<file path="config.mk">
export PLATFORM = sky130hd
export DESIGN_NAME = instr_fetch
export DESIGN_NICKNAME = d
export VERILOG_FILES = /design/src/rtl/fetch_pkg.sv /design/src/rtl/instr_fetch.sv
export SDC_FILE = /design/constraint.sdc
export NUM_CORES = 1
export LEC_CHECK = 0
export ABC_AREA = 1
export BUFFER_PORTS_ARGS = -buffer_cell sky130_fd_sc_hd__buf_2
export CORE_AREA = 5 5 109 111
export DETAILED_ROUTE_END_ITERATION = 16
export DIE_AREA = 0 0 114 116
export PLACE_DENSITY = 0.75
export RECOVER_POWER = 100
export SYNTH_ARGS = -nofsm -noshare
export SYNTH_HDL_FRONTEND = slang
export SYNTH_SLANG_ARGS = --single-unit
</file>
<file path="constraint.sdc">
create_clock -name clk -period 2.5 [get_ports clk]
set_clock_uncertainty 0.1 [all_clocks]
set_input_delay 0.125 -clock clk [delete_from_list [all_inputs] [get_ports clk]]
set_output_delay 0.125 -clock clk [all_outputs]
set_load 0.01 [all_outputs]
</file>
<file path="src/rtl/fetch_pkg.sv">
// Shared types and constants for the RV32I instruction fetch stage.
package fetch_pkg;

  typedef enum logic [1:0] {
    ISSUE,
    WAIT,
    HOLD,
    DRAIN
  } fetch_state_t;

  localparam logic [31:0] NOP_INST         = 32'h0000_0013;
  localparam logic [31:0] DEFAULT_RESET_PC = 32'h0000_0000;
  localparam logic [31:0] WORD_MASK        = 32'hFFFF_FFFC;

endpackage

</file>
<file path="src/rtl/instr_fetch.sv">
// RV32I fetch stage: owns the PC, issues single outstanding imem reads and hands words to decode.
// Optional FETCH_MISALIGN_CHK_EN reports misaligned redirect targets instead of truncating them.
module instr_fetch
  import fetch_pkg::*;
#(
  parameter logic [31:0] RESET_PC = DEFAULT_RESET_PC
) (
  input  logic        clk,
  input  logic        rst,
  output logic        imem_req,
  output logic [31:0] imem_addr,
  input  logic        imem_rvalid,
  input  logic [31:0] imem_rdata,
  output logic [31:0] inst,
  output logic [31:0] inst_pc,
  output logic        inst_valid,
  input  logic        inst_ready,
  input  logic        redirect_valid,
  input  logic [31:0] redirect_pc
`ifdef FETCH_MISALIGN_CHK_EN
  ,
  output logic        fetch_misalign
`endif
);

  fetch_state_t state;
  logic [31:0]  pc;
  logic [31:0]  target;
  logic         target_bad;
  logic         pc_bad;

`ifdef FETCH_MISALIGN_CHK_EN
  assign target     = redirect_pc;
  assign target_bad = |redirect_pc[1:0];
  assign pc_bad     = |pc[1:0];
`else
  assign target     = redirect_pc & WORD_MASK;
  assign target_bad = 1'b0;
  assign pc_bad     = 1'b0;
`endif

  // A misaligned PC is never sent to memory; ISSUE re-reports it until redirected.
  assign imem_req  = !rst && (state == ISSUE) && !redirect_valid && !pc_bad;
  assign imem_addr = pc;

  // NOTE: all state below uses non-blocking assignments so every branch sees pre-edge values.
  always_ff @(posedge clk or posedge rst) begin
    if (rst) begin
      state      <= ISSUE;
      pc         <= RESET_PC;
      inst       <= NOP_INST;
      inst_pc    <= RESET_PC;
      inst_valid <= 1'b0;
`ifdef FETCH_MISALIGN_CHK_EN
      fetch_misalign <= 1'b0;
`endif
    end else begin
      case (state)
        ISSUE: begin
          if (redirect_valid) begin
            pc <= target;
            if (target_bad) begin
              inst       <= NOP_INST;
              inst_pc    <= target;
              inst_valid <= 1'b1;
              state      <= HOLD;
`ifdef FETCH_MISALIGN_CHK_EN
              fetch_misalign <= 1'b1;
`endif
            end
          end else if (pc_bad) begin
            inst       <= NOP_INST;
            inst_pc    <= pc;
            inst_valid <= 1'b1;
            state      <= HOLD;
`ifdef FETCH_MISALIGN_CHK_EN
            fetch_misalign <= 1'b1;
`endif
          end else begin
            state <= WAIT;
          end
        end

        WAIT: begin
          if (redirect_valid) begin
            pc <= target;
            if (!imem_rvalid) begin
              state <= DRAIN;
            end else if (target_bad) begin
              inst       <= NOP_INST;
              inst_pc    <= target;
              inst_valid <= 1'b1;
              state      <= HOLD;
`ifdef FETCH_MISALIGN_CHK_EN
              fetch_misalign <= 1'b1;
`endif
            end else begin
              state <= ISSUE;
            end
          end else if (imem_rvalid) begin
            inst       <= imem_rdata;
            inst_pc    <= pc;
            pc         <= pc + 32'd4;
            inst_valid <= 1'b1;
            state      <= HOLD;
          end
        end

        HOLD: begin
          if (redirect_valid) begin
            pc <= target;
            if (target_bad) begin
              inst       <= NOP_INST;
              inst_pc    <= target;
              inst_valid <= 1'b1;
              state      <= HOLD;
`ifdef FETCH_MISALIGN_CHK_EN
              fetch_misalign <= 1'b1;
`endif
            end else begin
              inst_valid <= 1'b0;
              state      <= ISSUE;
`ifdef FETCH_MISALIGN_CHK_EN
              fetch_misalign <= 1'b0;
`endif
            end
          end else if (inst_ready) begin
            inst_valid <= 1'b0;
            state      <= ISSUE;
`ifdef FETCH_MISALIGN_CHK_EN
            fetch_misalign <= 1'b0;
`endif
          end
        end

        DRAIN: begin
          // The stale response is dropped; a misaligned target is reported from ISSUE.
          if (redirect_valid) pc <= target;
          if (imem_rvalid) state <= ISSUE;
        end

        default: state <= ISSUE;
      endcase
    end
  end

endmodule

</file>
==> Word level (Yosys, flattened, before mapping) <==
Index checks and enable logic that the tools add are counted.
{ "classes": {"n_addsub": 1, "n_bitwise": 1, "n_mux": 17, "eq_ne": 10, "n_reduce_logical": 11} }
{ "op_table": {"columns": ["operator", "count"], "rows": [
  ["$mux 32", 3],
  ["$pmux 32 s2", 1],
  ["$add 32x3->32 const B", 1],
  ["$mux 2", 7],
  ["$ne 2x2->1 const B", 4],
  ["$pmux 2 s4", 1],
  ["$reduce_and 4->1", 2],
  ["$ne 3x3->1 const B", 2],
  ["$eq 2x2->1 const B", 2],
  ["$mux 1", 4],
  ["$reduce_and 3->1", 1],
  ["$reduce_or 3->1", 1],
  ["$eq 2x1->1 const B", 1],
  ["$logic_and 1x1->1", 2],
  ["$logic_not 1->1", 2],
  ["$logic_not 2->1", 1],
  ["$ne 2x1->1 const B", 1],
  ["$pmux 1 s2", 1],
  ["$reduce_and 2->1", 1],
  ["$reduce_bool 2->1", 1],
  ["$not 1->1", 1]
]} }
{ "word_totals": {"regBits": 99, "input_bits": 69} }

==> Longest topological paths before layout <==
Gate-level depths: netlist of the first run.
{ "logic_depth": {"depth_word": 4, "depth_mapped": 10} }

==> Least setup slack after synthesis of the first run <==
No wires, ideal clock.
{ "synth_path": {"path_type": "reg-to-reg", "from": "reg pc[3] (netlist: imem_addr[3])", "to": "reg pc[28] (netlist: imem_addr[28])", "path_buffers": 0, "t_required_ns": 2.284, "t_arrival_ns": 1.384, "path_slack_ns": 0.900, "synth_period_minus_slack_ns": 1.600, "setup_time_ns": 0.116, "stages_incl_launch_ff": 11, "cell_sequence": "dfrtp_1 ha_1 nand2_1 nor2_2 nand2_2 nor2_2 nand2_1 nand2_1 nand3_1 nand2_1 nand2_1"} }
{ "synth_via": {"elab_chain_cells": 4} }
{ "synth_rtl": {"columns": ["element", "line_no", "source"], "rows": [
  ["start: declaration", "instr_fetch.sv:27", "logic [31:0] pc;"],
  ["start signal: assignment", "instr_fetch.sv:61", "pc <= target;"],
  ["start signal: assignment", "instr_fetch.sv:86", "pc <= target;"],
  ["start signal: assignment", "instr_fetch.sv:103", "pc <= pc + 32'd4;"],
  ["$add 32x3->32", "instr_fetch.sv:103", null],
  ["$mux 32", "instr_fetch.sv:100", "end else if (imem_rvalid) begin"],
  ["$mux 32", "instr_fetch.sv:85", "if (redirect_valid) begin"],
  ["$pmux 32 s2", "instr_fetch.sv:58", "case (state)"]
]} }
Every way passes these cells. The select of a mux whose other input is x is not followed.
A chain may end at the register's enable or synchronous reset.

==> Worst setup path in the final report of the first run <==
{ "layout_path": {"from": "reg state[1]", "to": "reg pc[8] (netlist: imem_addr[8])"} }
{ "layout_via": {"elab_chain_cells": 4, "elab_cells_between_ends": 9, "classes_between": "eq/ne: 5; mux: 1; reduce/logical: 3"} }
{ "layout_rtl": {"columns": ["element", "line_no", "source"], "rows": [
  ["start: declaration", "instr_fetch.sv:26", "fetch_state_t state;"],
  ["start signal: assignment", "instr_fetch.sv:49", "state <= ISSUE;"],
  ["start signal: assignment", "instr_fetch.sv:66", "state <= HOLD;"],
  ["start signal: assignment", "instr_fetch.sv:75", "state <= HOLD;"],
  ["$eq 2x2->1 or $logic_not 2->1 (tied branches)", "instr_fetch.sv:58", null],
  ["$reduce_or 3->1 (no source line)", null, null],
  ["$ne 2x1->1 (no source line)", null, null],
  ["$reduce_and 2->1 (no source line)", null, null]
]} }
Parallel ways exist; a longest one is shown, timed or not.

==> results of run 1 <==
==> cells in the mapped netlist <==
cell	number	area, µm²
a211oi_1	1	7.51
a21oi_1	12	60.1
a32oi_1	1	8.76
and2_1	1	6.26
buf_2	12	60.1
buf_4	6	45.0
buf_6	5	56.3
clkbuf_1	4	15.0
conb_1	1	3.75
dfrtp_1	92	2300
dfstp_2	3	78.8
ha_1	1	12.5
inv_1	39	146
inv_2	3	11.3
nand2_1	297	1110
nand2_2	1	6.26
nand2_4	1	11.3
nand3_1	36	180
nand4_1	1	6.26
nor2_1	58	218
nor2_2	4	25.0
nor2_4	2	22.5
nor2_8	1	20.0
nor3_1	9	45.0
nor3_2	1	10.0
nor3b_1	1	7.51
o21ai_0	25	125
o21ai_1	13	65.1
o22ai_1	7	43.8
==> final cells by class <==
class	instances	area [µm²]
sequential	95	2380
inverter	42	159
clock buffer	11	141
fill	1063	4400
timing repair buffer	234	1420
multi-input combinational	477	1990
tap	140	175
clock inverter	5	41.3
==> cells by family (layout without fill, tap and decap cells) <==
family / after synthesis / count (layout)
AND/OR/NAND/NOR: 413 / 413
flip-flops: 95 / 95
buffers and inverters: 69 / 292
AO/OA/AOI/OAI: 59 / 59
adder cells (fa/ha/maj): 1 / 1
other: 1 / 4
==> power by group through the flow <==
stage | sequential [mW] | combinational, mW | clock (mW)
CTS | 2.59 | 2.39 | 1.00
global route | 2.72 | 2.49 | 1.06
finish | 2.62 | 2.18 | 0.968
global placement | 2.59 | 2.27 | 0
detailed placement | 2.62 | 2.30 | 0
floorplan | 2.89 | 1.04 | 0
==> worst max-delay path by stage <==
stage                            start             to  slack, ns  cells past startpoint
after floorplan           imem_addr[3]  imem_addr[28]       0.90                     10
after global placement        state[1]  imem_addr[14]       0.68                      7
after detailed placement      state[1]  imem_addr[14]       0.65                      7
after CTS                     state[1]   imem_addr[8]       0.20                      7
after global routing          state[0]   imem_addr[8]       0.06                      8
final                         state[1]   imem_addr[8]       0.21                      7
==> routing by layer <==
metal,wire length (µm),track usage (%),vias up
met1,6180,28.5,2213
li1,-,-,2428
met2,6630,37.8,176
met3,1100,4.02,16
met4,146,5.78,0
met5,0,0,-
==> metrics by stage <==
step,instances,power (mW)
2_1_floorplan,641,3.93
3_3_place_gp,922,4.86
3_5_place_dp,922,4.93
4_1_cts,1004,5.98
5_1_grt,1004,6.28
6_report,1004,5.76
==> worst max-delay path, delay by kind of cell, from the launching register on <==
| family | cells | cell delay, ns |
|---|---|---|
| AND/OR/NAND/NOR | 3 | 0.73 |
| buffers and inverters | 2 | 0.78 |
| flip-flops | 1 | 0.43 |
| AO/OA/AOI/OAI | 2 | 0.15 |
==> registers in the layout, indices dropped and copies added (netlist names) <==
| name | flops |
|---|---|
| inst | 32 |
| state | 2 |
| imem_addr | 30 |
| inst_valid | 1 |
| inst_pc | 30 |
==> repair_timing <==
action / CTS / global route
setup endpoints to repair: 0 / 0
hold buffers: 66 / 0
hold endpoints to repair: 91 / 0
==> results.cfg, run 1 <==
[synth]
synth_compound_area_share_pct = 6.58
synth.avg_cell_area_um2 = 7.39
syn_area_um2 = 4710
synth_xor_xnor_area_share_pct = 0
synth_top_family_by_area = simple AND/OR/NAND/NOR gates
yosys.area_share.simple_pct = 35.5
synthMuxAreaShare_pct = 0
ys_ff_latch = 95
synthAdderAreaFrac_pct = 0.265
yosysSeqAreaShare_pct = 50.5
synth.distinct_cells = 29
netlist_instances = 638
ys_warn_count = 0

[setup_path]
worstSetupStartpointType = flop
critPathMaxFanout = 8
r2r-start = state[1]
r2r_slack_ns = 0.21
worst_r2r_endpoint = imem_addr[8]
cp.arrival_ns = 2.44
critical_path_required_ns = 2.65
cp_slowest_stage_delay_ns = 0.55
ff2ff_path_depth = 7
critPathKind = reg2reg
slowest_stage = dlygate4sd3_1
worstPathCellList = nor3_2 -> inv_1 -> nor2_1 -> nand3_1 -> o21ai_0 -> a21oi_1 -> dlygate4sd3_1
critPathCaptureType = flop

[hold_path]
whs_endpoint = state[1]
min_path_cells = 3
hold_start = imem_rvalid
hold_path_class = in2reg

[power]
switching_power_mw = 2.43
power_leakage_nw = 3.13
ir_drop_v = 0.000504
comb_power_share_pct = 37.7
power_frac_seq_pct = 45.5
p_per_area_nw_per_um2 = 915
clockPowerShare_pct = 16.8
switching_share_pct = 42.2
intPower_mw = 3.33

[clock_network]
clkTransAtPathRegs_ns = 0.10
clock_latency_ns = 0.36
post_cts_buffers = 0
clockBufferDepth = 2
cts_made_buffers = 9
root_buffer = clkbuf_8
htreeDepth = 3
cts_resized = 0
clock_sinks = 95
cts_tree = yes

[layout]
postLayoutCellArea_um2 = 6300
drive_above_1_share_pct = 11.6
nNetsFinal = 929
post-route-util_pct = 58.9
area_delta_synth_final_pct = 33.7
final_cell_mix = nand2_1 (297), clkbuf_1 (96), dfrtp_1 (92), dlygate4sd3_1 (66), buf_2 (65)
layout_commonest_cell = nand2_1
antenna_cells = 0

[status]
status = finished with violations
violations = capacitance limit, slew limit

[placed_design]
gp_congestion = 0.857
pre_cts_slack_ns = 0.651
dp_hpwl_um = 9590
post_dp_cell_area_um2 = 5610
io_buffers = 160

[timing]
maxSlewViolCount = 33
worstMarginPinSlew_ns = 1.53
finalHoldViolCount = 0
tns_ns = 0
fmax_mhz = 436
setup_ws_ns = 0.206
rsz0062_at_grt = false
setup_viol = 0
timing.hold.ws_ns = 0.0204
timing.slew.headroom_pct = -2.27
fin_crit_sh_pct = 91.8
period_needed_ns = 2.29

[global_route]
grt_pass1_wl_um = 23500
antenna_found_initial = 0
grt.total_usage_pct = 21.9
grt_pass1_vias = 4860
grt_overflow = 0
grt_max_degree = 97

[floorplan]
start_util_pct = 44.1
die_y_um = 116
fp-row-count = 38
dieArea_um2 = 13200
io_pins = 167
fp.coreArea_um2 = 10700
die_w_um = 114

[route]
ant_nets = 0
firstDrtPassIters = 6
vias = 4833
wire_per_inst_um = 14.0
drt-vias-per-instance = 4.81
drt_iter0_drc = 316
drc_errors = 0
wl_um = 14100

[run]
maxCapViolations = 1
Note: power is estimated with default switching activity, not from simulation.
==> run 2: changes to the inputs <==
--- a/config.mk
+++ b/config.mk
@@ -11,7 +11,7 @@
 export DETAILED_ROUTE_END_ITERATION = 16
 export DIE_AREA = 0 0 114 116
 export PLACE_DENSITY = 0.75
-export RECOVER_POWER = 100
+export RECOVER_POWER = 50
 export SYNTH_ARGS = -nofsm -noshare
 export SYNTH_HDL_FRONTEND = slang
 export SYNTH_SLANG_ARGS = --single-unit
==> run 2 against run 1 <==
Against the previous run:
- the run still ends with capacitance limit, slew limit left
- largest power group unchanged
- cell count is the same
- first-iteration DRC count decreased by 3.2%
- utilization is 0.35 points higher
- clock-buffer cell count is the same
- global-route usage stayed put
- worst setup slack better by 0.0053 ns
- critical endpoint unchanged
- combinational power barely moved
- register-to-register slack barely moved
- clock power is essentially flat
- sequential power hardly changed
- highest routed layer unchanged
==> results.cfg, run 2 (synthesized netlist as in run 1, its figures left out) <==
[route]
wl_um = 14100
wire_per_inst_um = 14.1
drt-vias-per-instance = 4.77
drc_errors = 0
firstDrtPassIters = 5
ant_nets = 0
vias = 4794
drt_iter0_drc = 306

[floorplan]
start_util_pct = 44.1
dieArea_um2 = 13200
fp.coreArea_um2 = 10700
io_pins = 167
die_y_um = 116
die_w_um = 114
fp-row-count = 38

[placed_design]
placed_cells_incl_taps = 922
dp_hpwl_um = 9590
io_buffers = 160
post_dp_cell_area_um2 = 5610
gp_congestion = 0.857

[global_route]
grt_max_degree = 97
met2_usage_pct = 37.8
grt_overflow = 0
grt.total_usage_pct = 21.9
use_met1_pct = 28.5
grtUsageMet3_pct = 4.02
grt_pass1_wl_um = 23500
grt_pass1_vias = 4860
antenna_found_initial = 0
top_usage_layer = met2

[setup_path]
worstPathCellList = nor3_2 -> inv_1 -> nor2_1 -> nand3_1 -> o21ai_0 -> a21oi_1 -> dlygate4sd3_1
crit_family = buffers and inverters
cp.arrival_ns = 2.44
path_buf_inv = 2
cp_slowest_stage_delay_ns = 0.55
critical_path_required_ns = 2.65
worstSetupStartpointType = flop
slowest_stage = dlygate4sd3_1
critPathMaxFanout = 8
critPathKind = reg2reg
critPathCaptureType = flop

[clock_network]
cts_tree = yes
clock_latency_ns = 0.36
htreeDepth = 3
clockBufferDepth = 2
clkTransAtPathRegs_ns = 0.10
cts_made_buffers = 9
cts_resized = 0
clock_sinks = 95
root_buffer = clkbuf_8

[power]
p_per_area_nw_per_um2 = 915
intPower_mw = 3.35
power_frac_seq_pct = 45.2
power_leakage_nw = 3.15
switching_power_mw = 2.45
switching_share_pct = 42.2
comb_power_share_pct = 38.0
clockPowerShare_pct = 16.7
ir_drop_v = 0.000503

[timing]
tns_ns = 0
maxSlewViolCount = 33
finalHoldViolCount = 0
fmax_mhz = 437
timing.slew.headroom_pct = -1.80
rsz0062_at_grt = false
period_needed_ns = 2.29
fin_crit_sh_pct = 91.6
setup_viol = 0
worstMarginPinSlew_ns = 1.52

[layout]
largest_register_ffs = 32
layout_commonest_cell = nand2_1
postLayoutCellArea_um2 = 6340
instances_no_fill = 1004
top_register = inst
nNetsFinal = 929
drive_above_1_share_pct = 12.5
antenna_cells = 0
final_cell_mix = nand2_1 (297), clkbuf_1 (93), dfrtp_1 (92), buf_2 (68), dlygate4sd3_1 (66)
area_delta_synth_final_pct = 34.5

[status]
violations = capacitance limit, slew limit
status = finished with violations

[run]
maxCapViolations = 1

[hold_path]
hold_path_class = in2reg
-- run 2: final timing paths --
path | slack [ns] | from | endpoint | cells after the start
worst max-delay path | 0.21 | state[1] | imem_addr[8] | 7
worst min-delay path | 0.02 | imem_rvalid | state[1] | 3
worst max register to register | 0.21 | state[1] | imem_addr[8] | 7
worst min register to register | 0.37 | inst[1] | inst[1] | 2
max in group asynchronous | 0.70 | rst | imem_addr[31] | 4
min in group asynchronous | 0.57 | rst | inst_pc[8] | 3
-- run 2: routing by layer --
metal  part of all wire [%]  vias to the layer above
met5                      0                        -
met4                   0.99                        0
met3                    7.3                       11
met2                     47                      149
met1                     45                     2206
li1                       -                     2428
-- run 2: worst reg2reg max path, stage by stage (launching register included) --
cell           delay, ns
dfrtp_1             0.44
nor3_2              0.45
inv_1               0.23
nor2_1              0.19
nand3_1             0.08
o21ai_0             0.09
a21oi_1             0.06
dlygate4sd3_1       0.55
-- run 2: cell type report --
class                      count  area [µm²]
fill                        1054        4360
timing repair buffer         234        1430
multi-input combinational    477        2010
inverter                      42         159
tap                          140         175
clock buffer                  11         141
clock inverter                 5        41.3
sequential                    95        2380
-- run 2: timing repair --
action                                 in CTS  in global routing
hold buffers                               66                  0
endpoints found under the hold margin      91                  0
buffers inserted                            0                  0
-- run 2: through the flow --
| step | util (%) | setup WS (ns) | hold WS [ns] | total power [mW] |
|---|---|---|---|---|
| 6_report | 59.3 | 0.211 | 0.0218 | 5.80 |
| 3_5_place_dp | 52.5 | 0.651 | 0.199 | 4.93 |
| 3_3_place_gp | 52.5 | 0.678 | 0.190 | 4.86 |
| 5_1_grt | 59.3 | 0.0586 | 0.0247 | 6.31 |
| 4_1_cts | 60.4 | 0.204 | 0.0164 | 5.98 |
| 2_1_floorplan | - | 0.900 | 0.120 | 3.93 |
-- run 2: power groups by stage --
stage | combinational, mW | clock (mW) | sequential (mW)
CTS | 2.39 | 1.00 | 2.59
floorplan | 1.04 | 0 | 2.89
global route | 2.53 | 1.06 | 2.72
finish | 2.21 | 0.969 | 2.62
global placement | 2.27 | 0 | 2.59
detailed placement | 2.30 | 0 | 2.62
==> run 3: changes to the inputs <==
--- a/config.mk
+++ b/config.mk
@@ -6,10 +6,11 @@
 export NUM_CORES = 1
 export LEC_CHECK = 0
 export ABC_AREA = 1
-export BUFFER_PORTS_ARGS = -buffer_cell sky130_fd_sc_hd__buf_2
-export CORE_AREA = 5 5 109 111
+export CORE_AREA = 5 5 97 99
 export DETAILED_ROUTE_END_ITERATION = 16
-export DIE_AREA = 0 0 114 116
+export DIE_AREA = 0 0 102 104
+export DONT_BUFFER_PORTS = 1
+export GPL_ROUTABILITY_DRIVEN = 0
 export PLACE_DENSITY = 0.75
 export RECOVER_POWER = 50
 export SYNTH_ARGS = -nofsm -noshare
==> run 3 against run 2 <==
Against the previous run:
- utilization increased by 7.4 points
- flip-flop and latch count unchanged
- the flow still finishes with violations (capacitance limit, slew limit)
- cell count decreased by 19%
- wire length decreased by 8.5%
- via count decreased by 10%
- combinational power decreased by 38%
- die area decreased by 20%
- register-to-register slack got worse by 0.03 ns
- sequential power increased by 17%
- largest cell class unchanged
- maximum frequency decreased by 1.4%
- critical path depth increased by 2
==> results.cfg, run 3 (synthesized netlist as in run 1, its figures left out) <==
[status]
status = finished with violations
violations = capacitance limit, slew limit

[floorplan]
fp.coreArea_um2 = 8470
io_pins = 167
die_y_um = 104
die_w_um = 102
fp-row-count = 34
start_util_pct = 55.7
dieArea_um2 = 10600

[timing]
worstMarginPinSlew_ns = 1.73
rsz0062_at_grt = false
finalHoldViolCount = 0
fmax_mhz = 431
setup_viol = 0
setup_ws_ns = 0.179
maxSlewViolCount = 41
timing.hold.ws_ns = 0.0313
period_needed_ns = 2.32
timing.slew.headroom_pct = -15.8
fin_crit_sh_pct = 92.8
tns_ns = 0

[route]
drt-vias-per-instance = 5.31
wl_um = 12900
drt_iter0_drc = 318
drc_errors = 0
ant_nets = 0
wire_per_inst_um = 15.9
firstDrtPassIters = 7
vias = 4310

[power]
p_per_area_nw_per_um2 = 958
ir_drop_v = 0.000507
power_mw = 5.40
power_leakage_nw = 2.79

[layout]
antenna_cells = 0
largest_register_ffs = 32
final_cell_mix = nand2_1 (297), dfrtp_1 (90), dlygate4sd3_1 (67), nor2_1 (58), inv_1 (38)
postLayoutCellArea_um2 = 5640
layout_commonest_cell = nand2_1
nFillCells = 687
area_delta_synth_final_pct = 19.6
drive_above_1_share_pct = 5.54
nNetsFinal = 769
top_register = inst

[clock_network]
post_cts_buffers = 0
clock_latency_ns = 0.36
clockBufferDepth = 2
htreeDepth = 3
clkTransAtPathRegs_ns = 0.10
cts_tree = yes
clock_sinks = 95
root_buffer = clkbuf_8
cts_made_buffers = 9

[placed_design]
pre_cts_slack_ns = 0.587
dp_hpwl_um = 8910
io_buffers = 0
post_dp_cell_area_um2 = 4770

[setup_path]
critical_path_required_ns = 2.64
critPathCaptureType = flop
critPathMaxFanout = 5
critPathKind = reg2reg
worstSetupStartpointType = flop
cp.arrival_ns = 2.46

[global_route]
grt_pass1_wl_um = 21100
grt_pass1_vias = 4233
grt.total_usage_pct = 24.8
antenna_found_initial = 0
grt_max_degree = 56
grt_overflow = 0

[hold_path]
hold_path_class = in2reg

[run]
maxCapViolations = 1
[run 3: cell types whose count changed in the layout (fill, tap and decap cells not counted), moves of 2 or more]
cell / previous run / this run
buf_4: 6 / 4
dfstp_2: 3 / 0
clkbuf_1: 93 / 0
dfrtp_2: 0 / 2
inv_8: 0 / 3
dfstp_1: 0 / 3
buf_2: 68 / 0
clkinvlp_4: 2 / 0
dfrtp_1: 92 / 90
[run 3: power by group]
| part | switching [mW] | internal, mW |
|---|---|---|
| logic | 0.857 | 0.512 |
| registers | 0.892 | 2.17 |
| clock network | 0.583 | 0.388 |
[run 3: layout make-up]
type / instances / area (µm²) / share of cell area (%)
Multi-Input combinational cell: 477 / 2020 / 35.8
Timing Repair Buffer: 74 / 752 / 13.3
Clock inverter: 7 / 65.1 / 1.15
Clock buffer: 9 / 124 / 2.20
Tap cell: 108 / 135 / 2.40
Inverter: 42 / 159 / 2.82
Sequential cell: 95 / 2380 / 42.3
[run 3: metal layers]
metal,global-route usage (%),up-vias,routed length (µm)
met4,8.15,0,278
met5,0,-,0
met2,39.8,198,6090
li1,-,2110,-
met3,5.90,25,1390
met1,32.8,1977,5160
[run 3: worst max-delay path: stages, from the launching register on]
cell and delay [ns]:
dfrtp_2 0.44, ha_1 0.18, nand2_1 0.08, nor2_2 0.21, nand2_2 0.18, nor2_4 0.17
nand3_1 0.13, o21ai_0 0.10, a21oi_1 0.06, dlygate4sd3_1 0.55
[run 3: worst paths after layout]
kind	slack, ns	start	depth (start not counted)	to
max	0.18	imem_addr[3]	9	imem_addr[12]
min in group asynchronous	0.54	rst	2	inst_pc[8]
max reg2reg	0.18	imem_addr[3]	9	imem_addr[12]
min reg2reg	0.44	inst[1]	2	inst[1]
min	0.03	redirect_valid	4	inst[1]
max in group asynchronous	0.81	rst	3	imem_addr[3]
[run 3: per-stage QoR]
stage	std cells	util [%]
finish	812	66.6
global route	812	66.6
global placement	729	56.3
detailed placement	729	56.3
CTS	812	66.4
floorplan	641	-
[run 3: what timing repair did]
action,in CTS,in global routing
hold buffers,67,0
setup endpoints to repair,0,2
resized for setup,0,5
hold endpoints to repair,102,0
